==> src/rtl/coax_pkg.sv <==
// Shared definitions for the coax transmit path: word width and feeder FSM encoding.
package coax_pkg;

  localparam int COAX_WORD_WIDTH = 10;

  typedef enum logic [1:0] {
    IDLE = 2'd0,
    LOAD = 2'd1,
    GAP  = 2'd2
  } feeder_state_t;

endpackage

==> src/rtl/coax_fifo.sv <==
// Synchronous FIFO with wrap-bit pointers; a write lands one cycle before it is readable at the head.
// A push while full is dropped unless a pop in the same cycle frees the slot.
module coax_fifo #(
  parameter int WIDTH = 10,
  parameter int DEPTH = 8
) (
  input  logic             clk,
  input  logic             reset,
  input  logic             push,
  input  logic [WIDTH-1:0] push_data,
  input  logic             pop,
  output logic [WIDTH-1:0] head_data,
  output logic             full,
  output logic             empty
);

  localparam int AW = $clog2(DEPTH);

  logic [AW:0]      wr_ptr;
  logic [AW:0]      rd_ptr;
  logic [WIDTH-1:0] mem [DEPTH];
  logic             do_pop;
  logic             do_push;

  assign empty = (wr_ptr == rd_ptr);
  assign full  = (wr_ptr[AW] != rd_ptr[AW]) && (wr_ptr[AW-1:0] == rd_ptr[AW-1:0]);

  // Popping first frees the head slot, so a push in the same cycle is legal when full.
  assign do_pop  = pop && !empty;
  assign do_push = push && (!full || do_pop);

  assign head_data = mem[rd_ptr[AW-1:0]];

  always_ff @(posedge clk) begin
    if (reset) begin
      wr_ptr <= '0;
      rd_ptr <= '0;
    end else begin
      if (do_push) wr_ptr <= wr_ptr + {{AW{1'b0}}, 1'b1};
      if (do_pop)  rd_ptr <= rd_ptr + {{AW{1'b0}}, 1'b1};
    end
  end

  always_ff @(posedge clk) begin
    if (!reset && do_push) mem[wr_ptr[AW-1:0]] <= push_data;
  end

endmodule

==> src/rtl/coax_tx_feeder.sv <==
// Feeds queued host words to the coax transmitter: one tx_load pulse per word, at most one every 3 cycles, held off while tx_full.
// Write-to-pulse latency 2 cycles; macro COAX_TX_FEEDER_ERROR_EN adds the sticky overflow flag.
module coax_tx_feeder
  import coax_pkg::*;
#(
  parameter int DEPTH = 8
) (
  input  logic                       clk,
  input  logic                       reset,
  input  logic                       write_strobe,
  input  logic [COAX_WORD_WIDTH-1:0] write_data,
  output logic                       fifo_full,
  output logic                       fifo_empty,
  output logic                       tx_load,
  output logic [COAX_WORD_WIDTH-1:0] tx_data,
  input  logic                       tx_full,
  input  logic                       tx_active,
  output logic                       busy
`ifdef COAX_TX_FEEDER_ERROR_EN
  ,
  input  logic                       overflow_clear,
  output logic                       overflow
`endif
);

  feeder_state_t              state_q;
  feeder_state_t              state_d;
  logic                       pop;
  logic                       load_start;
  logic [COAX_WORD_WIDTH-1:0] head_data;

  coax_fifo #(
    .WIDTH (COAX_WORD_WIDTH),
    .DEPTH (DEPTH)
  ) u_fifo (
    .clk       (clk),
    .reset     (reset),
    .push      (write_strobe),
    .push_data (write_data),
    .pop       (pop),
    .head_data (head_data),
    .full      (fifo_full),
    .empty     (fifo_empty)
  );

  always_ff @(posedge clk) begin
    if (reset) state_q <= IDLE;
    else       state_q <= state_d;
  end

  always_comb begin
    state_d    = state_q;
    pop        = 1'b0;
    load_start = 1'b0;
    case (state_q)
      IDLE: begin
        if (!fifo_empty && !tx_full) begin
          state_d    = LOAD;
          load_start = 1'b1;
        end
      end
      LOAD: begin
        pop     = 1'b1;
        state_d = GAP;
      end
      GAP:     state_d = IDLE;
      default: state_d = IDLE;
    endcase
  end

  // The head is captured on entry to LOAD so tx_data is settled for the whole pulse and held until the next one.
  always_ff @(posedge clk) begin
    if (reset)           tx_data <= '0;
    else if (load_start) tx_data <= head_data;
  end

  assign tx_load = (state_q == LOAD);
  assign busy    = !fifo_empty || tx_active || (state_q != IDLE);

`ifdef COAX_TX_FEEDER_ERROR_EN
  logic dropped;

  // A pop only happens in LOAD, so a full FIFO drops the write only outside LOAD.
  assign dropped = write_strobe && fifo_full && !pop;

  always_ff @(posedge clk) begin
    if (reset)               overflow <= 1'b0;
    else if (dropped)        overflow <= 1'b1;
    else if (overflow_clear) overflow <= 1'b0;
  end
`endif

endmodule

==> config.mk <==
export PLATFORM = sky130hd
export DESIGN_NAME = coax_tx_feeder
export DESIGN_NICKNAME = d
export VERILOG_FILES = /design/src/rtl/coax_pkg.sv /design/src/rtl/coax_fifo.sv /design/src/rtl/coax_tx_feeder.sv
export SDC_FILE = /design/constraint.sdc
export NUM_CORES = 1
export LEC_CHECK = 0
export ABC_AREA = 0
export CAP_MARGIN = 10
export CORE_MARGIN = 2
export CORE_UTILIZATION = 58
export DETAILED_ROUTE_END_ITERATION = 6
export HOLD_SLACK_MARGIN = 0.05
export PLACE_DENSITY_LB_ADDON = 0.1
export SYNTH_ARGS = -nofsm -noshare
export SYNTH_HDL_FRONTEND = slang
export SYNTH_SLANG_ARGS = --single-unit
==> constraint.sdc <==
create_clock -name clk -period 2.36 [get_ports clk]
set_input_delay 0.472 -clock clk [delete_from_list [all_inputs] [get_ports clk]]
set_output_delay 0.472 -clock clk [all_outputs]
set_load 0.05 [all_outputs]
; Word-level counts from Yosys, hierarchy flattened
; Memory sizes are Yosys's and may differ from the RTL's. A register that Yosys moved wholly into a read port is not among the register bits.
; Index checks and enable logic that the tools add are counted.
; W data, S select, Z words.
[word_totals]
ram_bits = 80
wordCells = 32
register_bits = 10
memories = 1
input_bits = 15
[op_classes]
add_sub_neg = 2
n_eq_ne = 5
reduce_logical = 14
muxes = 7
[mem_list]
columns = name, words, width, rd, rd_clocked_by_memory_dff, wr, line
row1 = u_fifo.mem, 8, 10, 1, 1, 1, coax_fifo.sv:21  ; logic [WIDTH-1:0] mem [DEPTH];
[ops]
columns = op, n
row1 = $add A4 B1 Y4 const B, 2
row2 = $logic_and A1 B1 Y1, 5
row3 = $mux W1, 5
row4 = $eq A4 B4 Y1, 1
row5 = $logic_not A1 Y1, 4
row6 = $pmux W2 S2, 1
row7 = $eq A3 B3 Y1, 1
row8 = $logic_or A1 B1 Y1, 3
row9 = $eq A2 B1 Y1 const B, 1
row10 = $logic_not A2 Y1, 1
row11 = $mux W2, 1
row12 = $ne A2 B2 Y1 const B, 1
row13 = $reduce_bool A2 Y1, 1
row14 = $ne A1 B1 Y1, 1

; Logic depth before layout (Yosys ltp)
; Gate-level depths: netlist (run 1).
[logic_depth]
ltp_word = 8
depth_mapped = 6

; Cells and area by module
; A second synthesis (run 1) with hierarchy kept.
[unflattened]
cells_unflattened = 250
hier_area_um2 = 4232.8
[modules_own_cells]
columns = mod, n_inst, cells_each, area_per_inst_um2
row1 = coax_fifo, 1, 200, 3698.5
row2 = coax_tx_feeder, 1, 50, 534.3

; Worst setup path after synthesis (run 1)
; No wires, ideal clock.
[synth_timing]
path_type = reg-to-reg
start = register state_q[1]
end = memory u_fifo.mem[0][0] (enable)
arrival_time_ns = 1.961
path_slack_ns = 0.009
setup_ns = 0.390
stages_incl_launch_ff = 6
cell_sequence = dfxtp_1 -> nand2b_1 -> clkbuf_1 -> inv_1 -> o211ai_1 -> nor3_1
[synth_between]
elab_chain_len = 8
[synth_rtl]
columns = item, line
row1 = from (decl), coax_tx_feeder.sv:26  ; feeder_state_t state_q;
row2 = from (signal assigned), coax_tx_feeder.sv:48  ; else state_q <= state_d;
row3 = $eq A2 B1 Y1, --
row4 = net tx_load, coax_tx_feeder.sv:14  ; output logic tx_load,
row5 = $mux W1, coax_tx_feeder.sv:55  ; case (state_q)
row6 = $logic_and A1 B1 Y1, coax_fifo.sv:29  ; assign do_pop = pop && !empty;
row7 = $logic_or A1 B1 Y1, coax_fifo.sv:30  ; assign do_push = push && (!full || do_pop);
row8 = $logic_and A1 B1 Y1, coax_fifo.sv:30
row9 = $logic_and A1 B1 Y1, coax_fifo.sv:45  ; if (!reset && do_push) mem[wr_ptr[AW-1:0]] <= push_data;
row10 = $mux W1, coax_fifo.sv:45
row11 = $mux W1 (implied by the code), coax_fifo.sv:45
row12 = to (decl), coax_fifo.sv:21
; The timed path passes the listed nets, and every way through them passes these cells.

; Worst setup path after layout (run 1)
[layout_timing]
start = register u_fifo.wr_ptr[0]
end = output port busy
[layout_between]
elab_chain_len = 4
[layout_rtl]
columns = item, line
row1 = from (decl), coax_fifo.sv:19  ; logic [AW:0] wr_ptr;
row2 = from (signal assigned), coax_fifo.sv:39  ; if (do_push) wr_ptr <= wr_ptr + {{AW{1'b0}}, 1'b1};
row3 = $eq A4 B4 Y1, coax_fifo.sv:25  ; assign empty = (wr_ptr == rd_ptr);
row4 = $logic_not A1 Y1, coax_tx_feeder.sv:78  ; assign busy = !fifo_empty || tx_active || (state_q != IDLE);
row5 = $logic_or A1 B1 Y1 (2 in a row), coax_tx_feeder.sv:78
row6 = to (decl), coax_tx_feeder.sv:18  ; output logic busy
; No other way between the ends.

==> results.md, run 1 <==
- Counting the buffers created by CTS gives 9.
- The startpoint identified for the worst register-to-register timing path is u_fifo.rd_ptr[3].
- The number of pins with negative max-slew slack in the final report was 0.
- The maximum fanout count along the critical path is 4.
- The number of setup buffers added after CTS is 0.
- The summed area of non-filler cells in the final layout is 0.004737 mm2.
- Final hold analysis gives a worst-case slack of 0.5249 ns.
- The total routing resource utilization after global routing is 0.2093.
- The largest net degree at the start of global routing is 24.
- Counting every sink on the clock net gives 100.
- The initial antenna violation count is 0.
- The region available for standard cell placement spans 0.006756 mm2.
- The average footprint of a synthesized cell is 16.97 um2.
- The tightest min-delay check is of the flop to flop type.
- The number of placed I/O pins is 29.
- The synthesized design contains 100 register bits.
- The count of port buffers added during placement is 28.
- The cell sitting at the root of the clock tree is a clkbuf_8.
- The height of the chip is 87.28 um.
- The number of synthesized flops with an enable pin is 80.
- The count of hold buffers inserted by post-cts repair is 0.
- The remaining design rule violation count is 0.
- From synthesis to final layout, the design area changed by 17.76%.
- The average wire per standard cell is 20.63 um.
- The endpoint identified for the worst register-to-register timing path is u_fifo.mem[6][9].
- The worst hold path endpoint is tx_data[7].
- In the layout the commonest cells are edfxtp_1 (80), clkdlybuf4s50_1 (24), mux4_2 (20), buf_4 (20), dfxtp_1 (17).
- The placed standard-cell area is 0.004489 mm2.
- The combined area of all synthesized cells is 0.004023 mm2.
- Gates resized during post-CTS repair numbered 1.
- The via count of the first global-routing pass is 2088.
- The depth of the most critical reg-to-reg path is 5.
- The net count reported at finish is 296.
- The count of nets left with antenna violations once routing finished came out at 0.
- The first TritonRoute pass finished after 4 iterations.
- The routed layout has 2204 vias.
- The type of origin of the critical path is a flop.
- The floorplan step set the die width to 87.28 um.
- The launch point of the worst hold path is tx_data[7].
- The library cell used most frequently in the layout, excluding fill and tap cells, is edfxtp_1.
- 0 antenna diodes ended up in the layout.
- Setup repair after global routing left no endpoint under its margin.
- The share of flip-flops with an asynchronous set or reset is 0.
- Measured against its own limit, the worst slew margin works out to 0.6573.
- The H-tree depth reported by CTS is 3.
- In this run the core area contains 30 standard-cell rows.
- The flow ran to the end, and the final reports show no timing, DRC or antenna violations.
- The synthesized netlist contains 36 unique library cells.
- The die covers 0.007618 mm2.
- The wire-length estimate of the detail-placed layout is 4936 um.
- The number of design-rule violations left by the first detailed-router iteration is 205.
- The clock-pin slew on the worst setup and hold paths is 0.09 ns.
- The required time at the endpoint of the critical path is 1.89 ns.
- Dividing the detail-routed via count by the number of cells gives 6.055.
- The placer congestion estimate is 0.8161.
- The layout has 434 filler cells.
- The most used flip-flop cell after synthesis is edfxtp_1.
- The post-layout utilization of the core is 0.7011.
- The critical path in this run is classified as flop to primary output.
- The share of the Yosys chip area taken by registers is 0.6967.
- After detailed routing, the total wire length is 7510 um.
- The worst-case IR drop observed on VDD is 0.6946 mV.
- The largest buffer count on any clock path is 2.
- Data on the critical path arrives at its endpoint at 1.73 ns.
- Setup violations remaining at the end of the flow were counted as 0.
- The endpoint kind of the worst setup timing path is a primary output.
- Total power for the finished layout comes to 0.003544 W.
- The clock tree from TritonCTS is done.
- The worst path in the final design needs a cycle of 2.201 ns, including I/O delays and setup.
- The proportion of layout cells with a drive suffix above 1 is 0.2359.
- The achievable frequency is 0.4544 GHz.
- The worst-margin pin slew is 0.5125 ns.
- The hold violation count in the final report came to 0.
- Across the run, the number of max-cap violations was 0.
- The initial cell density of the core is 0.5954.
- The latest clock arrival within the worst-skew pair is 0.35 ns.
- Clock skew on the completed layout was measured at 0.005385 ns.
- The global-route wire length before repair is 11310 um.
- For this run the aggregate overflow at the end of global routing stands at 0.
- The analysis attributes to cell leakage a power of 1.554 nW.
- For flop-to-flop paths, the worst setup slack is 0.47 ns.
- For this run, the number of Yosys warnings is 0.
- The final critical-path share of the clock period is 0.9326.
- Synthesis produced a netlist with a net count of 254.
- The power density relative to cell area is 748.2 mW/mm2.
- After routing, the total negative slack on setup checks comes to 0 ns.
- Synthesis produced a netlist whose cell count is 237.
- The depth of the worst hold-timing path is 2.
==> worst max-delay path, cell delays in order, from the launching register on <==
cell	delay, ns
dfxtp_1	0.37
xnor2_4	0.26
nand4_1	0.14
or4_1	0.41
buf_4	0.20
==> metrics by stage <==
step / setup slack [ns] / std cells
6_report: 0.1592 / 364
2_1_floorplan: 0.009070 / 237
4_1_cts: 0.01624 / 364
5_1_grt: 0.03630 / 364
3_5_place_dp: 0.1931 / 348
3_3_place_gp: 0.2304 / 348
==> sequential cells by signal, indices dropped and copies added, names as in the netlist <==
name           count
u_fifo.mem        80
tx_data           10
u_fifo.rd_ptr      4
u_fifo.wr_ptr      4
state_q            2
==> synthesized netlist by cell type, types with 4 or more instances <==
master | count | share of area
edfxtp_1 | 80 | 0.60
dfxtp_1 | 20 | 0.10
mux4_2 | 20 | 0.11
mux2i_1 | 13 | 0.032
a21oi_1 | 12 | 0.015
nor2_1 | 12 | 0.011
clkbuf_1 | 8 | 0.0075
o21ai_0 | 7 | 0.0087
buf_2 | 6 | 0.0075
inv_1 | 6 | 0.0056
nand2_1 | 5 | 0.0047
and3_1 | 4 | 0.0062
nor3_1 | 4 | 0.0050
o211ai_1 | 4 | 0.0075
==> final cells by class <==
class / count / area, um2 / share of cell area
Sequential cell: 100 / 2809 / 0.5930
Multi-Input combinational cell: 116 / 1175 / 0.2480
Timing Repair Buffer: 46 / 430.4 / 0.09086
Clock buffer: 11 / 141.4 / 0.02985
Tap cell: 80 / 100.1 / 0.02113
Clock inverter: 5 / 58.81 / 0.01241
Inverter: 6 / 22.52 / 0.004754
==> kinds of logic (layout without fill, tap and decap cells) <==
logic type,after synthesis,in the layout,share of synthesized area
xor gates and xnor gates,6,6,0.01866
muxes,35,35,0.1509
DFF,100,100,0.6967
adders and majority gates,2,2,0.006220
and+or+nand+nor,40,40,0.05412
buffers and inverters,21,68,0.02146
AOI/OAI and AO/OA,33,33,0.05195
==> metal layers <==
metal | wire length (um) | vias up | share of wire | track usage
met5 | 0 | - | 0 | 0
met4 | 87 | 0 | 0.012 | 0.06573
met3 | 276 | 8 | 0.037 | 0.05592
met2 | 3926 | 61 | 0.52 | 0.3409
met1 | 3219 | 1122 | 0.43 | 0.2781
li1 | - | 1013 | - | -
==> power breakdown <==
group / leakage (nW) / switching (W) / internal, W
combinational: 0.569 / 0.000278 / 0.000182
clock: 0.0980 / 0.000571 / 0.000524
sequential: 0.888 / 0.0000324 / 0.00196
==> worst max path at each step <==
| stage | start | to | slack (ns) | cells past startpoint |
|---|---|---|---|---|
| final | u_fifo.wr_ptr[0] | busy | 0.16 | 4 |
| after global routing | u_fifo.wr_ptr[0] | busy | 0.04 | 4 |
| after CTS | u_fifo.wr_ptr[3] | busy | 0.02 | 4 |
| after detailed placement | write_strobe | u_fifo.mem[4][3] | 0.19 | 5 |
| after global placement | write_strobe | u_fifo.mem[4][4] | 0.23 | 5 |
| after floorplan | state_q[1] | u_fifo.mem[0][0] | 0.009 | 5 |
No activity file was read; power rests on OpenSTA's default activity.
==> run 2, diff against run 1 <==
- CORE_ASPECT_RATIO: not set -> 1.25
- GPL_ROUTABILITY_DRIVEN: not set -> 0
==> results.md, run 2 (same netlist as run 1, synthesis figures left out) <==
- The sequential cell area is 0.002803 mm2 (was 0.002809 mm2).
- The met1 global-route usage is 0.2927 (was 0.2781).
- The clock-pin slew on the worst setup and hold paths is 0.10 ns (was 0.09 ns).
- The total of endpoints with negative setup slack in the final report is 0 (unchanged).
- The hold violation count in the final report is 0 (unchanged).
- The number of diodes is 0 (unchanged).
- Outcome: finished clean (unchanged).
- The number of placed I/O pins is 29 (unchanged).
- The initial cell density of the core is 0.6051 (was 0.5954).
- The remaining design rule violation count is 0 (unchanged).
- The largest buffer count on any clock path came to 2 (unchanged).
- The largest net degree at the start of global routing is 24 (unchanged).
- The most common cell after layout, fill and taps aside was edfxtp_1 (unchanged).
- The max capacitance violation total is 0 (unchanged).
- Most frequent cells in the layout: edfxtp_1 (80), clkdlybuf4s50_1 (24), buf_4 (24) (was edfxtp_1 (80), clkdlybuf4s50_1 (24), mux4_2 (20), buf_4 (20), dfxtp_1 (17)).
- The routing layer with the top usage in global route is met2 (unchanged).
- The number of filler instances in the final layout came to 412 (was 434).
- The path type of the worst min-delay path is flop to flop (unchanged).
- The count of hold buffers inserted by post-cts repair was 0 (unchanged).
- The iteration count of the initial detailed-routing pass is 4 (unchanged).
- The number of vias in the routed layout is 2205 (was 2204).
- The initial antenna violation count is 0 (unchanged).
- The proportion of layout cells with a drive suffix above 1 was 0.2361 (was 0.2359).
- The number of nets with antenna violations after detailed routing is 0 (unchanged).
- The required time at the endpoint of the critical path came to 1.89 ns (about the same).
- The area of the multi-input gates was 0.001152 mm2 (was 0.001175 mm2).
- The number of vias per cell after detailed routing came to 5.880 (was 6.055).
- The met3 routing resource usage after global routing is 0.05948 (was 0.05592).
- The final critical-path share of the clock period came to 0.9551 (was 0.9326).
- The largest vdd supply drop is 0.7146 mV (was 0.6946 mV).
- The arrival time reported for the critical path endpoint is 1.78 ns (was 1.73 ns).
- The number of flip-flops in the largest register was 80 (unchanged).
- The height of the chip was 97.11 um (was 87.28 um).
- The achievable frequency is 0.4436 GHz (was 0.4544 GHz).
- The largest clock skew in the final design is 0.01599 ns (was 0.005385 ns).
- The worst-margin pin slew is 0.5059 ns (was 0.5125 ns).
- The count of standard-cell rows is 33 (was 30).
- The critical path class is flop to primary output (unchanged).
- The global-route wire length before repair is 12280 um (was 11310 um).
- The via count of the first global-routing pass is 2297 (was 2088).
- The width of the chip is 78.49 um (was 87.28 um).
- The power density relative to cell area came to 740.3 mW/mm2 (was 748.2 mW/mm2).
- The endpoint kind of the worst setup timing path was a primary output (unchanged).
- The number of standard cells in the final layout excluding fillers is 375 (was 364).
- The CTS sink count is 100 (unchanged).
- The total routing resource utilization after global routing is 0.2253 (was 0.2093).
- The H-tree depth reported by CTS is 3 (unchanged).
- The depth of the worst hold-timing path is 2 (unchanged).
- The worst max-slew margin expressed relative to the limit came to 0.6617 (was 0.6573).
- The maximum fanout count along the critical path came to 4 (unchanged).
- The placed instance count is 357 (was 348).
- The clock tree from TritonCTS is done (unchanged).
- The number of buffers created by CTS is 9 (unchanged).
- The aggregate global routing overflow is 0 (unchanged).
- The met2 demand-to-capacity share in global routing is 0.3680 (was 0.3409).
- The clock root buffer master is clkbuf_8 (unchanged).
- The total length of routed wires is 7556 um (was 7510 um).
- The average wire per standard cell is 20.15 um (was 20.63 um).
- The area of the die is 0.007622 mm2 (was 0.007618 mm2).
- The number of design-rule violations left by the first detailed-router iteration is 97 (was 205).
- The net count reported at finish is 300 (was 296).
- RSZ-0062 raised after global routing: no (unchanged).
- The latest clock arrival within the worst-skew pair came to 0.36 ns (was 0.35 ns).
- The half-perimeter wire length after placement is 4911 um (was 4936 um).
- The static power due to leakage is 1.571 nW (was 1.554 nW).
- The type of origin of the critical path is a flop (unchanged).
- The area growth from synthesis to layout is 18.10% (was 17.76%).
- The core area came to 0.006648 mm2 (was 0.006756 mm2).
- The final total negative setup slack is 0 ns (unchanged).
- The number of pins with negative max-slew slack in the final report is 0 (unchanged).
- The depth of the most critical reg-to-reg path was 6 (was 5).
- The post-layout minimum cycle time is 2.254 ns (was 2.201 ns).
- The count of port buffers added during placement is 28 (unchanged).
run 2: cell types whose count changed in the layout (fill, tap and decap cells not counted), sizes merged:
cell	before	now
clkbuf	11	13
bufinv	1	0
clkinv	1	0
buf	22	26
run 2: repair_timing:
item	CTS	global route
setup endpoints to repair	0	1
buffers inserted	0	2
gates resized for setup	0	2
run 2: power by group:
| group | switching (W) | internal [W] |
|---|---|---|
| sequential | 0.0000283 | 0.00196 |
| combinational | 0.000278 | 0.000182 |
| clock | 0.000555 | 0.000518 |
| total | 0.000862 | 0.00266 |
run 2: worst paths after layout:
check                   startpoint          endpoint  slack, ns
setup / recovery  u_fifo.wr_ptr[0]              busy       0.11
hold reg to reg         tx_data[8]        tx_data[8]       0.52
setup reg to reg  u_fifo.wr_ptr[2]  u_fifo.mem[6][7]       0.42
hold / removal          tx_data[8]        tx_data[8]       0.52
run 2: per-stage QoR:
stage,cell area (um2),hold slack (ns),worst slack [ns],utilization,power (W)
2_1_floorplan,4023,0.5023,0.009070,-,0.002299
3_3_place_gp,4513,0.5038,0.2224,0.6789,0.002472
3_5_place_dp,4513,0.5078,0.1656,0.6789,0.002479
4_1_cts,4717,0.5240,0.04278,0.7096,0.003535
5_1_grt,4751,0.5438,0.01444,0.7147,0.003668
6_report,4751,0.5233,0.1059,0.7147,0.003517
run 2: final cells by class:
type	instances	area share
flip-flops and latches	100	0.5899
multi-input cells	116	0.2426
clock buffers	13	0.03819
repair buffers	50	0.09692
inverters	6	0.004741
clock inverters	3	0.004741
well taps	87	0.02291
run 2: critical path: stages (launching register included):
cell and delay [ns]:
dfxtp_1 0.48, xnor2_4 0.19, nand4_1 0.15, or4_1 0.41, buf_4 0.20
run 2: routing by layer:
layer / vias up / part of all wire
li1: 1023 / -
met1: 1103 / 0.40
met2: 66 / 0.52
met3: 13 / 0.048
met4: 0 / 0.026
met5: - / 0
